## src/rtl/core_intc.sv

```systemverilog
// core_intc: edge-latching interrupt controller in front of the core exception unit.
// Synchronises sources, prioritises masked pendings and runs the irq/ack/eoi handshake.
module core_intc #(
  parameter int NUM_SRC = 8,
  parameter int SYNC_FF = 2
) (
  input  logic               clk,
  input  logic               rst,
  input  logic [NUM_SRC-1:0] src,
  output logic               irq,
  input  logic               irq_ack,
  input  logic               eoi,
  input  logic               reg_sel,
  input  logic               reg_we,
  input  logic [1:0]         reg_addr,
  input  logic [31:0]        reg_wdata,
  output logic [31:0]        reg_rdata
);

  localparam int ID_W = (NUM_SRC > 1) ? $clog2(NUM_SRC) : 1;

  typedef enum logic [1:0] {
    IDLE,
    REQ,
    SERVICE
  } state_e;

  state_e             state_q, state_d;
  logic [NUM_SRC-1:0] sync_q [SYNC_FF];
  logic [NUM_SRC-1:0] sync_d [SYNC_FF];
  logic [NUM_SRC-1:0] prev_q, prev_d;
  logic [NUM_SRC-1:0] mask_q, mask_d;
  logic [NUM_SRC-1:0] pend_q, pend_d;
  logic [ID_W-1:0]    cur_id_q, cur_id_d;
  logic               irq_q, irq_d;

  logic [NUM_SRC-1:0] raw;
  logic [NUM_SRC-1:0] edges;
  logic [NUM_SRC-1:0] active;
  logic [NUM_SRC-1:0] active_nx;
  logic [NUM_SRC-1:0] w1c;
  logic [NUM_SRC-1:0] ack_clr;
  logic [ID_W-1:0]    win_id;
  logic               win_valid;
  logic               wr_mask;
  logic               wr_pend;
  logic               ack_take;

  always_comb begin
    sync_d[0] = src;
    for (int i = 1; i < SYNC_FF; i++) begin
      sync_d[i] = sync_q[i-1];
    end
  end

  assign raw    = sync_q[SYNC_FF-1];
  assign prev_d = raw;
  assign edges  = raw & ~prev_q;
  assign active = pend_q & mask_q;

  // Lowest index wins: scan downwards so the last hit is the smallest set bit.
  always_comb begin
    win_id    = '0;
    win_valid = 1'b0;
    for (int i = NUM_SRC - 1; i >= 0; i--) begin
      if (active[i]) begin
        win_id    = ID_W'(i);
        win_valid = 1'b1;
      end
    end
  end

  assign wr_mask  = reg_sel && reg_we && (reg_addr == 2'd0);
  assign wr_pend  = reg_sel && reg_we && (reg_addr == 2'd1);
  assign ack_take = (state_q == REQ) && irq_ack && win_valid;

  always_comb begin
    ack_clr = '0;
    for (int i = 0; i < NUM_SRC; i++) begin
      ack_clr[i] = ack_take && (win_id == ID_W'(i));
    end
  end

  // A freshly detected edge always beats a W1C or an ack clearing the same bit.
  always_comb begin
    mask_d    = wr_mask ? reg_wdata[NUM_SRC-1:0] : mask_q;
    w1c       = wr_pend ? reg_wdata[NUM_SRC-1:0] : '0;
    pend_d    = (pend_q & ~w1c & ~ack_clr) | edges;
    active_nx = pend_d & mask_d;
  end

  always_comb begin
    state_d  = state_q;
    cur_id_d = cur_id_q;
    case (state_q)
      IDLE: begin
        if (|active) begin
          state_d = REQ;
        end
      end
      REQ: begin
        if (ack_take) begin
          cur_id_d = win_id;
          state_d  = SERVICE;
        end else if (!(|active_nx)) begin
          // Request withdrawn by mask or W1C before the core took it.
          state_d = IDLE;
        end
      end
      SERVICE: begin
        if (eoi) begin
          state_d = IDLE;
        end
      end
      default: begin
        state_d = IDLE;
      end
    endcase
    irq_d = (state_d == REQ);
  end

  always_comb begin
    reg_rdata = '0;
    if (reg_sel && !reg_we) begin
      case (reg_addr)
        2'd0: reg_rdata[NUM_SRC-1:0] = mask_q;
        2'd1: reg_rdata[NUM_SRC-1:0] = pend_q;
        2'd2: begin
          reg_rdata[ID_W:1] = cur_id_q;
          reg_rdata[0]      = (state_q == SERVICE);
        end
        default: reg_rdata[NUM_SRC-1:0] = raw;
      endcase
    end
  end

  assign irq = irq_q;

  always_ff @(posedge clk or negedge rst) begin
    if (!rst) begin
      for (int i = 0; i < SYNC_FF; i++) begin
        sync_q[i] <= '0;
      end
      prev_q   <= '0;
      mask_q   <= '0;
      pend_q   <= '0;
      cur_id_q <= '0;
      irq_q    <= 1'b0;
      state_q  <= IDLE;
    end else begin
      for (int i = 0; i < SYNC_FF; i++) begin
        sync_q[i] <= sync_d[i];
      end
      prev_q   <= prev_d;
      mask_q   <= mask_d;
      pend_q   <= pend_d;
      cur_id_q <= cur_id_d;
      irq_q    <= irq_d;
      state_q  <= state_d;
    end
  end

endmodule

```

## config.mk

```make
export PLATFORM = sky130hd
export DESIGN_NAME = core_intc
export DESIGN_NICKNAME = d
export VERILOG_FILES = /design/src/rtl/core_intc.sv
export SDC_FILE = /design/constraint.sdc
export NUM_CORES = 1
export LEC_CHECK = 0
export BUFFER_PORTS_ARGS = -buffer_cell sky130_fd_sc_hd__buf_4
export CORE_MARGIN = 2
export CORE_UTILIZATION = 30
export CTS_CLUSTER_SIZE = 16
export DETAILED_ROUTE_END_ITERATION = 16
export PLACE_DENSITY = 0.61
export SLEW_MARGIN = 30
export SYNTH_ARGS = -nofsm -noshare
export SYNTH_HDL_FRONTEND = slang
export SYNTH_SLANG_ARGS = --single-unit
export TNS_END_PERCENT = 50
```

## constraint.sdc

```tcl
create_clock -name clk -period 2.37 [get_ports clk]
set_clock_uncertainty 0.05 [all_clocks]
set_input_delay 0.3555 -clock clk [delete_from_list [all_inputs] [get_ports clk]]
set_output_delay 0.3555 -clock clk [all_outputs]
set_load 0.005 [all_outputs]
```

==> results of run 1 <==
## worst reg2reg max path: stages, from the launching register on
cell and delay (ns):
dfrtp_1 0.42, a22oi_1 0.33, or2b_1 0.28, nor3_1 0.21, o2111ai_1 0.15, a211oi_1 0.38
a31oi_1 0.15
## state kept, by name, indices dropped and copies added (netlist names)
| signal | flops |
|---|---|
| prev_d | 8 |
| cur_id_q | 3 |
| prev_q | 8 |
| pend_q | 8 |
| state_q | 2 |
| irq | 1 |
| mask_q | 8 |
| sync_d | 8 |
## cell usage in the layout (no fill, tap or decap), types with 3 or more instances in the layout
cell	count
a21oi_1	7
a22oi_1	3
a31o_2	3
a31oi_1	6
buf_4	38
clkbuf_8	5
conb_1	24
dfrtp_1	46
inv_1	8
mux2_2	7
mux2i_1	6
mux4_2	4
nand2_1	20
nand2b_1	5
nand3_1	3
nor2_1	12
nor2b_1	8
o21ai_0	5
## report_power, final
part,internal (mW),switching (mW),leakage (nW)
clock,0.311,0.282,0.0579
combinational,0.299,0.311,0.612
sequential,0.922,0.125,0.525
## layer usage
metal / vias up / global-route usage [%] / wire length, um
li1: 734 / - / -
met1: 761 / 15.7 / 2180
met2: 56 / 18.0 / 2120
met3: 10 / 2.92 / 219
met4: 0 / 4.87 / 100
met5: - / 0 / 0
## stage by stage
stage / std cells / worst slack [ns] / util [%] / cell area [um^2]
6_report: 340 / 0.273 / 36.4 / 2640
5_1_grt: 340 / 0.0654 / 36.4 / 2640
4_1_cts: 340 / 0.275 / 36.4 / 2640
3_5_place_dp: 332 / 0.204 / 34.9 / 2530
3_3_place_gp: 332 / 0.197 / 34.9 / 2530
2_1_floorplan: 224 / 0.508 / - / 2330
## cells by family after synthesis
kind of cell | count (synthesis) | share of synthesized area [%]
other | 1 | 0.167
buffers and inverters | 37 | 10.7
AOI/OAI and AO/OA | 38 | 13.1
and+or+nand+nor | 62 | 14.5
DFF | 46 | 51.4
muxes | 17 | 10.2
## how the worst max path moves through the flow
stage,from,end,slack [ns],cells past startpoint
after detailed placement,reg_addr[1],state_q[0]$_DFF_PN0_,0.20,8
after CTS,pend_q[5]$_DFF_PN0_,state_q[0]$_DFF_PN0_,0.28,5
after floorplan,pend_q[5]$_DFF_PN0_,irq$_DFF_PN0_,0.51,5
after global routing,pend_q[5]$_DFF_PN0_,state_q[0]$_DFF_PN0_,0.07,6
final,pend_q[5]$_DFF_PN0_,state_q[0]$_DFF_PN0_,0.27,6
after global placement,reg_addr[1],irq$_DFF_PN0_,0.20,8
## Yosys cell counts, drive strengths merged
| library cell | n |
|---|---|
| or2 | 1 |
| nor2 | 12 |
| nand3 | 3 |
| mux4 | 4 |
| mux2i | 6 |
| a31o | 3 |
| o211ai | 2 |
| o211a | 1 |
| nor2b | 8 |
| clkbuf | 2 |
| o311ai | 1 |
| o21bai | 1 |
| nand4b | 2 |
| buf | 27 |
| conb | 1 |
| and3b | 1 |
| inv | 8 |
| or2b | 1 |
| nor3 | 1 |
| a22oi | 4 |
| a221oi | 1 |
| nor4bb | 1 |
| and2 | 2 |
| a32oi | 2 |
| o2111ai | 1 |
| nand2 | 21 |
| and4b | 1 |
| a2bb2oi | 1 |
| a21o | 1 |
| nand4 | 2 |
| or4 | 1 |
| a211oi | 1 |
| a31oi | 6 |
| nand2b | 5 |
| o21ai | 5 |
| mux2 | 7 |
| dfrtp | 46 |
| a21oi | 7 |
| o2bb2ai | 1 |
## layout make-up
class                      instances  area, um^2  area share, %
multi-input combinational        141         943           35.7
tap                               99         124           4.69
timing repair buffer              38         285           10.8
clock buffer                       5        68.8           2.60
clock inverter                     3        40.0           1.52
inverter                           8        30.0           1.14
sequential                        46        1150           43.6
==> run summary, run 1 <==
The run finished, with violations left. The final reports fail on hold timing. The critical path contains buffers and inverters numbering 0 combined.

The run gives -0.0110 ns as the final worst hold slack. The total of hold buffers inserted after clock tree synthesis came out at 0. In this run the worst hold path is classified as in2async.

The buffers inserted during post-CTS setup optimization was 0; the final weighted congestion in routability-driven placement was 0.846. Counting every instance in the synthesized netlist gives 201. The run gives 2 as the number of buffers between clock root and the deepest sink.

The number of antenna violations at the first check in global routing came out at 0. On the critical path, the stage with the largest delay is an instance of dfrtp_1. Summing every instance area after synthesis gives 2240 um^2.

The biggest area contributor in the post-synthesis netlist is dfrtp_1. In this run the clock root is driven by a clkbuf_8. The portion of the clock cycle consumed by the worst path in the final layout was 88.5%.

Number of hold violations in the final report: 20. Traced cell by cell, the critical path runs through a22oi_1 > or2b_1 > nor3_1 > o2111ai_1 > a211oi_1 > a31oi_1. The longest individual stage delay on the worst path was 0.42 ns. Number of fillers in the final layout: 738. The logs give 0 for the number of remaining DRC errors and 0.27 ns for the worst-case register-to-register setup slack.

By area the synthesized netlist is led by dfrtp_1, buf_4, mux4_2, mux2_2, nand2_1. The count of synthesis-stage warnings from yosys came out at 0. The worst setup path is captured at a flip-flop.

The die footprint is 8180 um^2. STA puts the critical path data required time at 2.49 ns. The endpoint identified for the worst register-to-register timing path is state_q[0]$_DFF_PN0_. The path type of the worst setup path is reg2reg.

The HPWL after detailed placement is 3350 um. The tools report the final setup TNS as 0 ns. The flip-flop and latch count after synthesis came out at 46. At the pin with the least slew margin, the transition time is 0.580 ns. The logs give 94 for the number of DRC markers in iteration 0 and 51.4% for the sequential element share of the synthesized area. Worst-case headroom to the max-slew limit: 61.3%. The placement row count is 31, and the arrival time at the worst endpoint is 2.22 ns.

The tools report the final-stage net count as 288. Overall power consumption after layout is estimated at 2.25 mW. 81 I/O pins were placed. The via count of the first global-routing pass was 1495; the sum of routed wire length over all layers was 4620 um.

The count of pins over their slew limit came out at 0. The max capacitance violation total is 0, and the post-cts resize count is 0. The via-per-instance ratio is 4.59, and the total leakage power is 1.19 nW. The maximum vdd drop is 0.251 mV, and the maximum net fanout on the critical path is 4. The run gives 4 as the detailed-routing iteration count for the pre-antenna-repair pass. Setup repair after global routing left no endpoint under its margin.

The clock transition at the registers of the reported paths was 0.09 ns. Global router's overall resource usage: 11.7%. The diode insertion count for antenna repair is 0, and the setup-violating endpoint count in the final report is 0. The post-layout minimum cycle time is 2.10 ns. TritonCTS built the clock tree. The tools report the via count as 1561. The number of clock buffers inserted by TritonCTS is 5. For the clock latency on the worst-skew pair, the log shows 0.31 ns. The clock tree synthesis step divided the H-tree into 2 levels.

In this run the standard cell core region covers 7250 um^2. The floorplan step set the die height to 90.4 um. For this design the ratio of total power to cell area is 851 nW/um^2. After synthesis, the largest area contributor takes up 51.4% of total cell area. After synthesis, the mean cell area works out to 11.1 um^2. The aggregate global routing overflow is 0, and the count of cells along the worst register-to-register path is 6. In this design, the largest share of critical-path delay is due to compound AO/OA/AOI/OAI gates. The peak clock frequency supported by timing is 477 MHz. The run gives 0 as the remaining antenna violation count after routing. In this run the horizontal extent of the chip is 90.4 um. Dividing the detail-routed wire length by the instance count gives 13.6 um. For this configuration, the core starts out at a cell density of 30.9%.

Reg-to-reg critical path startpoint: pend_q[5]$_DFF_PN0_. The tree built by TritonCTS fans out to 46 sinks. The worst setup path is launched from a flip-flop. Buffers placed on the I/O ports in this run total 32. The post-route netlist has 27.4% of its cells at a drive strength greater than 1. The netlist uses 43 different library cells.

Entering global routing, the biggest net connects 47 pins. Signed area change from the synthesized netlist to the final layout: 17.9%. The first global-routing pass estimated 7500 um of wire.
Note: power is estimated with default switching activity, not from simulation.
==> run 2: changes to the inputs <==
--- a/config.mk
+++ b/config.mk
@@ -5,7 +5,7 @@
 export SDC_FILE = /design/constraint.sdc
 export NUM_CORES = 1
 export LEC_CHECK = 0
-export BUFFER_PORTS_ARGS = -buffer_cell sky130_fd_sc_hd__buf_4
+export BUFFER_PORTS_ARGS = -buffer_cell sky130_fd_sc_hd__buf_2
 export CORE_MARGIN = 2
 export CORE_UTILIZATION = 30
 export CTS_CLUSTER_SIZE = 16
==> run 2 against run 1 <==
The run now ends clean. Global-route usage hardly changed. Non-clock buffer count is 1 higher. Cell area is 4.0% lower. Total power shrank 7.6%. Combinational power shrank 3%. Critical endpoint is now irq$_DFF_PN0_. Largest cell class unchanged. Largest power group unchanged. Highest routed layer unchanged.
==> run summary, run 2 (synthesis gave the netlist of run 1 again) <==
Final-stage net count: 289 (+0.35%). The critical path depth is 5 (-1). The clock transition at the registers of the reported paths came out at 0.08 ns (about the same).

The type of the worst min-delay path was in2async. The critical-path cell with the highest stage delay was or4_4. Buffering stage count on the worst path with inverters included: 0 (unchanged). The tools report the setup-violating endpoint count in the final report as 0 (unchanged). The first-pass GRT wire length is 7510 um (+0.19%), and the number of clock buffers inserted by TritonCTS is 5 (unchanged).

The worst-case headroom to the max-slew limit came out at 49.5% (-12 points). For the routed length on met2, the log shows 2160 um (+1.8%). The post-DP HPWL was 3400 um (+1.5%). The maximum number of pins on one net before global-route repair was 35 (-26%).

The run finished with clean final reports. The tools report the arrival time at the worst endpoint as 2.17 ns (-0.05 ns). Area taken by flip-flops and latches: 1150 um^2 (unchanged). Endpoint of the worst setup timing path: irq$_DFF_PN0_. The worst setup path is launched from a flip-flop. The tools report the area used by multi-input combinational logic as 943 um^2 (unchanged).

The met3 wire length was 179 um (-18%). The run gives 11.7% (-0.022 points) as the global router's overall resource usage. The internal power is 1.41 mW (-8.2%), and the portion of the clock cycle consumed by the worst path in the final layout is 87.1% (-1.4 points). The clock latency on the worst-skew pair came out at 0.29 ns (-0.02 ns). The tools report the final weighted congestion in routability-driven placement as 0.878 (+3.8%).

The sum of routed wire length over all layers was 4550 um (-1.5%). TritonCTS built the clock tree. The post-cts resize count was 0 (unchanged). The tools report the type of destination of the critical path as a flip-flop. The tools report the total of hold buffers inserted after clock tree synthesis as 0 (unchanged). The run gives 2.47 ns (-0.02 ns) as the data required time at the worst endpoint. The logs give 2140 um (-1.7%) for the length of routed wiring on met1 and 1531 (+2.4%) for the via count of the first global-routing pass.

The I/O pin count was 81 (unchanged); the worst-case register-to-register setup slack was 0.31 ns (+0.03 ns). The logs give 0 (unchanged) for the number of antenna violations at the first check in global routing and 35.0% (-1.4 points) for the end-of-flow core utilization. The count of buffers from port buffering works out to 32 (unchanged). The worst setup path is of the reg2reg kind.

The maximum vdd drop is 0.338 mV (+35%), and the total core area is 7250 um^2 (unchanged). The critical register-to-register path endpoint is irq$_DFF_PN0_. The number of remaining DRC errors is 0 (unchanged), and the number of DRC markers in iteration 0 is 60 (-36%). The number of fillers in the final layout was 754 (+2.2%).

The count of pins over their slew limit is 0 (unchanged), and the number of buffers between clock root and the deepest sink is 2 (unchanged). The total leakage power was 1.16 nW (-3.1%); the number of hold violations in the final report was 0 (-100%). The run gives 30.9% (unchanged) as the starting density of the core. The power per standard cell area is 819 nW/um^2 (-3.7%).

The start point of the critical path is pend_q[5]$_DFF_PN0_. The placement row count came out at 31 (unchanged). The detailed router used layers up to and including met4. The via count came out at 1559 (-0.13%). The library cells used most frequently in the layout, excluding fill and tap cells, are dfrtp_1, buf_2, conb_1, nand2_1, nor2_1. The fraction of layout cells with a size suffix above 1 was 26.6% (-0.83 points).

For the final setup TNS, the log shows 0 ns (unchanged). The remaining antenna violation count after routing was 0 (unchanged); the count of cells along the worst register-to-register path was 5 (-1). The number of H-tree branching levels is 2 (unchanged), and the signed area change from the synthesized netlist to the final layout is 13.2%. The library cell used most frequently in the layout, excluding fill and tap cells, is dfrtp_1. The maximum net fanout on the critical path is 4 (unchanged), and the final standard cell area without fillers is 2540 um^2 (-4.0%).

Cell type group with the largest total delay on the critical path: compound AO/OA/AOI/OAI gates. The aggregate global routing overflow was 0 (unchanged); the via-per-instance ratio was 4.59 (-0.13%). For the peak clock frequency supported by timing, the log shows 484 MHz (+1.6%). The vertical die dimension works out to 90.4 um (unchanged). The tools report the placement-stage cell area as 2460 um^2 (-2.9%). The buffers inserted during post-CTS setup optimization is 0 (unchanged). The startpoint identified for the worst register-to-register timing path is pend_q[5]$_DFF_PN0_.

The share of total power in the clock network is 21.3% (-5.1 points), and the max capacitance violation total is 0 (unchanged). The relative contribution of sequential cells to total power was 50.3% (+3.8 points); the detail-routed net length per standard cell was 13.4 um (-1.5%). The sink count of the clock tree is 46 (unchanged), and the longest individual stage delay on the worst path is 0.44 ns (+0.02 ns). The tools report the detailed-routing iteration count for the pre-antenna-repair pass as 4 (unchanged). The switching power share of the total was 32.4% (+0.50 points). The transition time of the tightest slew-check pin works out to 0.758 ns (+0.178 ns).

The post-layout minimum cycle time was 2.06 ns (-0.0323 ns). The tools report the net load switching power as 674 uW (-6.1%). The horizontal die dimension was 90.4 um (unchanged). The share of total power in combinational logic is 28.4% (+1.3 points).

The root buffer cell chosen for the clock tree is clkbuf_8. Traced cell by cell, the critical path runs through a22oi_1 > or2b_1 > or4_4 > o311ai_4 > a31oi_1. For the diode insertion count for antenna repair, the log shows 0 (unchanged).

Setup repair after global routing left no endpoint under its margin. The die footprint is 8180 um^2 (unchanged), and the total power draw is 2.08 mW (-7.6%).
==> run 2: cell count changes in the layout (fill, tap and decap cells not counted) <==
cell,delta
buf_4,-31
bufinv_16,-1
clkinv_2,-2
buf_2,+32
clkbuf_1,+2
==> run 2: worst min-delay path by stage <==
stage	depth (start not counted)	slack, ns	to
4_1_cts	1	0.10	sync_d[1]$_DFF_PN0_
2_1_floorplan	0	0.01	cur_id_q[0]$_DFFE_PN0P_
3_5_place_dp	0	0.28	prev_d[5]$_DFF_PN0_
3_3_place_gp	0	0.28	prev_d[5]$_DFF_PN0_
5_1_grt	1	0.09	sync_d[0]$_DFF_PN0_
6_report	1	0.08	mask_q[1]$_DFF_PN0_
==> run 2: worst reg2reg max path, cell delays in order (launching register included) <==
cell	delay [ns]
dfrtp_1	0.41
a22oi_1	0.30
or2b_1	0.28
or4_4	0.44
o311ai_4	0.31
a31oi_1	0.14
==> run 2: per-stage QoR <==
step                      std cells  hold slack (ns)  setup WS, ns
after floorplan                 224          0.00991         0.508
after global placement          333            0.281         0.121
after detailed placement        333            0.285         0.124
after CTS                       340            0.102         0.300
after global routing            340           0.0925         0.160
final                           340           0.0823         0.306
==> run 2: cell type report <==
| cell class | instances | area share (%) |
|---|---|---|
| inverter | 8 | 1.18 |
| multi-input combinational | 141 | 37.2 |
| sequential | 46 | 45.4 |
| timing repair buffer | 39 | 8.38 |
| tap | 99 | 4.88 |
| clock buffer | 7 | 3.01 |
==> run 2: per-layer routing <==
layer  vias to the layer above  global-route usage [%]
met5                         -                       0
met4                         0                    4.23
met3                         6                    3.09
met2                        51                    18.4
met1                       766                    15.5
li1                        736                       -
==> run 2: power groups by stage <==
stage | sequential (mW) | clock [mW] | combinational (mW)
2_1_floorplan | 1.02 | 0 | 0.471
3_3_place_gp | 1.05 | 0 | 0.582
5_1_grt | 1.06 | 0.502 | 0.662
3_5_place_dp | 1.06 | 0 | 0.589
4_1_cts | 1.05 | 0.458 | 0.593
6_report | 1.05 | 0.443 | 0.590
==> run 3: changes to the inputs <==
--- a/config.mk
+++ b/config.mk
@@ -6,11 +6,10 @@
 export NUM_CORES = 1
 export LEC_CHECK = 0
 export BUFFER_PORTS_ARGS = -buffer_cell sky130_fd_sc_hd__buf_2
-export CORE_MARGIN = 2
-export CORE_UTILIZATION = 30
+export CORE_UTILIZATION = 40
 export CTS_CLUSTER_SIZE = 16
 export DETAILED_ROUTE_END_ITERATION = 16
-export PLACE_DENSITY = 0.61
+export PLACE_DENSITY = 0.75
 export SLEW_MARGIN = 30
 export SYNTH_ARGS = -nofsm -noshare
 export SYNTH_HDL_FRONTEND = slang
==> run 3 against run 2 <==
Critical path depth unchanged. Cell area decreased by 0.44%. Total power increased by 2.4%. Final cell count decreased by 7.9%. Clock power increased by 9.7%. Sequential share of layout area increased by 0.20 points. Critical path type unchanged. Critical endpoint is now state_q[0]$_DFF_PN0_.
==> run summary, run 3 (synthesis gave the netlist of run 1 again) <==
The vertical die dimension was 76.9 um (-15%). Critical-path cell with the highest stage delay: or4_4. The buffers inserted during post-CTS setup optimization is 0 (unchanged), and the number of antenna violations at the first check in global routing is 0 (unchanged).

The maximum number of pins on one net before global-route repair is 24 (-31%), and the clock latency on the worst-skew pair is 0.30 ns (about the same). The placement row count came out at 26 (-16%). The cell at the root of the clock tree is clkbuf_8. For the number of H-tree branching levels, the log shows 2 (unchanged). The type of destination of the critical path is a flip-flop. The longest individual stage delay on the worst path came out at 0.45 ns (about the same). For the aggregate global routing overflow, the log shows 0 (unchanged). The count of buffers from port buffering works out to 32 (unchanged). Maximum net fanout on the critical path: 4 (unchanged). The diode insertion count for antenna repair came out at 0 (unchanged).

The setup slack at placement is 0.190 ns (+0.0656 ns), and the post-cts resize count is 0 (unchanged). The detail-routed net length per standard cell was 14.1 um (+5.3%). The signed area change from the synthesized netlist to the final layout is 12.7%, and the final weighted congestion in routability-driven placement is 0.864 (-1.6%). The I/O pin count was 81 (unchanged). Setup-violating endpoint count in the final report: 0 (unchanged). The number of buffers between clock root and the deepest sink came out at 2 (unchanged). The global router's overall resource usage is 16.2% (+4.6 points).

The post-layout minimum cycle time works out to 2.05 ns (-0.0106 ns). The power per standard cell area works out to 843 nW/um^2 (+2.9%). The run finished with clean final reports. The tools report the total core area as 5240 um^2 (-28%). The transition time of the tightest slew-check pin was 0.512 ns (-0.246 ns). The first-pass GRT wire length was 7340 um (-2.3%); the worst-case headroom to the max-slew limit was 65.8% (+16 points). The logs give 0.316 ns (+0.0106 ns) for the worst setup slack after layout and 0 (unchanged) for the remaining antenna violation count after routing. The worst setup path is of the reg2reg kind. TritonCTS built the clock tree. The logs give 0 (unchanged) for the number of remaining DRC errors and 4 (unchanged) for the detailed-routing iteration count for the pre-antenna-repair pass. The logs give 1555 (-0.26%) for the via count and 0 ns (unchanged) for the final setup TNS. The library cell used most frequently in the layout, excluding fill and tap cells, is dfrtp_1. The maximum vdd drop was 0.475 mV (+40%).

The number of clock buffers inserted by TritonCTS is 5 (unchanged), and the sink count of the clock tree is 46 (unchanged). The tools report the total leakage power as 1.17 nW (+1.2%). The max capacitance violation total is 0 (unchanged). The via-per-instance ratio works out to 4.97 (+8.3%). For the die footprint, the log shows 5910 um^2 (-28%). The fraction of layout cells with a size suffix above 1 was 27.2% (+0.60 points); the starting density of the core was 42.8% (+12 points).

The tools report the final worst hold slack as 0.111 ns (+0.0292 ns). The horizontal die dimension was 76.9 um (-15%). The number of DRC markers in iteration 0 was 64 (+6.7%).

In this run the worst hold path is classified as in2reg. The tools report the arrival time at the worst endpoint as 2.18 ns (about the same). The logs give 0 (unchanged) for the number of hold violations in the final report and 2.49 ns (+0.02 ns) for the data required time at the worst endpoint. The category of the worst setup path launch point was a flip-flop. The tools report the sum of routed wire length over all layers as 4410 um (-3.1%). For the peak clock frequency supported by timing, the log shows 487 MHz (+0.51%). Count of pins over their slew limit: 0 (unchanged). The portion of the clock cycle consumed by the worst path in the final layout was 86.7% (-0.45 points). The clock transition at the registers of the reported paths was 0.08 ns (about the same).

The final-stage net count came out at 290 (+0.35%). Walking the worst path, the cells encountered are a22oi_1 > or2b_1 > or4_4 > o311ai_4 > a31oi_1. The via count of the first global-routing pass was 1528 (-0.20%). In the layout the commonest cells are dfrtp_1, buf_2, conb_1, nand2_1, nor2_1. Setup repair after global routing left no endpoint under its margin. Post-DP HPWL: 3310 um (-2.7%).
[run 3: cell count changes in the layout (fill, tap and decap cells not counted), sizes merged]
| cell | delta |
|---|---|
| dlygate4sd3 | +1 |
| clkinv | +1 |
[run 3: layer usage]
| metal | part of all wire [%] | routed length [um] | global-route usage, % |
|---|---|---|---|
| met5 | 0 | 0 | 0 |
| met1 | 45 | 2000 | 20.7 |
| met2 | 49 | 2160 | 26.4 |
| met3 | 4.7 | 207 | 4.64 |
| met4 | 1.2 | 51 | 5.38 |
[run 3: what timing repair did]
action,CTS,global route
endpoints found under the hold margin,21,0
endpoints found under the setup margin,0,0
hold buffers,1,0
[run 3: where the power goes]
group / leakage (nW) / switching [mW] / internal [mW]
clock network: 0.0482 / 0.251 / 0.235
registers: 0.525 / 0.128 / 0.922
logic: 0.599 / 0.312 / 0.281
[run 3: worst paths after layout]
check / cells past startpoint / end / startpoint / slack [ns]
worst min-delay path: 1 / sync_d[6]$_DFF_PN0_ / src[6] / 0.11
worst max-delay path: 5 / state_q[0]$_DFF_PN0_ / pend_q[5]$_DFF_PN0_ / 0.32
worst max register to register: 5 / state_q[0]$_DFF_PN0_ / pend_q[5]$_DFF_PN0_ / 0.32
worst min register to register: 0 / prev_d[6]$_DFF_PN0_ / sync_d[6]$_DFF_PN0_ / 0.30
min in group asynchronous: 2 / mask_q[3]$_DFF_PN0_ / rst / 0.51
max in group asynchronous: 3 / sync_d[5]$_DFF_PN0_ / rst / 1.20
[run 3: metrics by stage]
step | util, % | cell area (um^2) | instances | total power, mW
final | 48.2 | 2530 | 313 | 2.13
after floorplan | - | 2330 | 224 | 1.50
after CTS | 48.2 | 2530 | 313 | 2.14
after global routing | 48.2 | 2530 | 313 | 2.26
after detailed placement | 46.3 | 2420 | 304 | 1.65
after global placement | 46.3 | 2420 | 304 | 1.63
[run 3: final cells by class]
class / count / area (um^2)
clock buffer: 7 / 86.3
clock inverter: 1 / 5.00
fill: 505 / 2710
inverter: 8 / 30.0
multi-input combinational: 141 / 943
sequential: 46 / 1150
tap: 70 / 87.6
timing repair buffer: 40 / 223
[run 3: worst max-delay path, delay by kind of cell, from the launching register on]
kind | cells | cell delay (ns)
DFF | 1 | 0.42
and+or+nand+nor | 2 | 0.73
AOI/OAI and AO/OA | 3 | 0.74
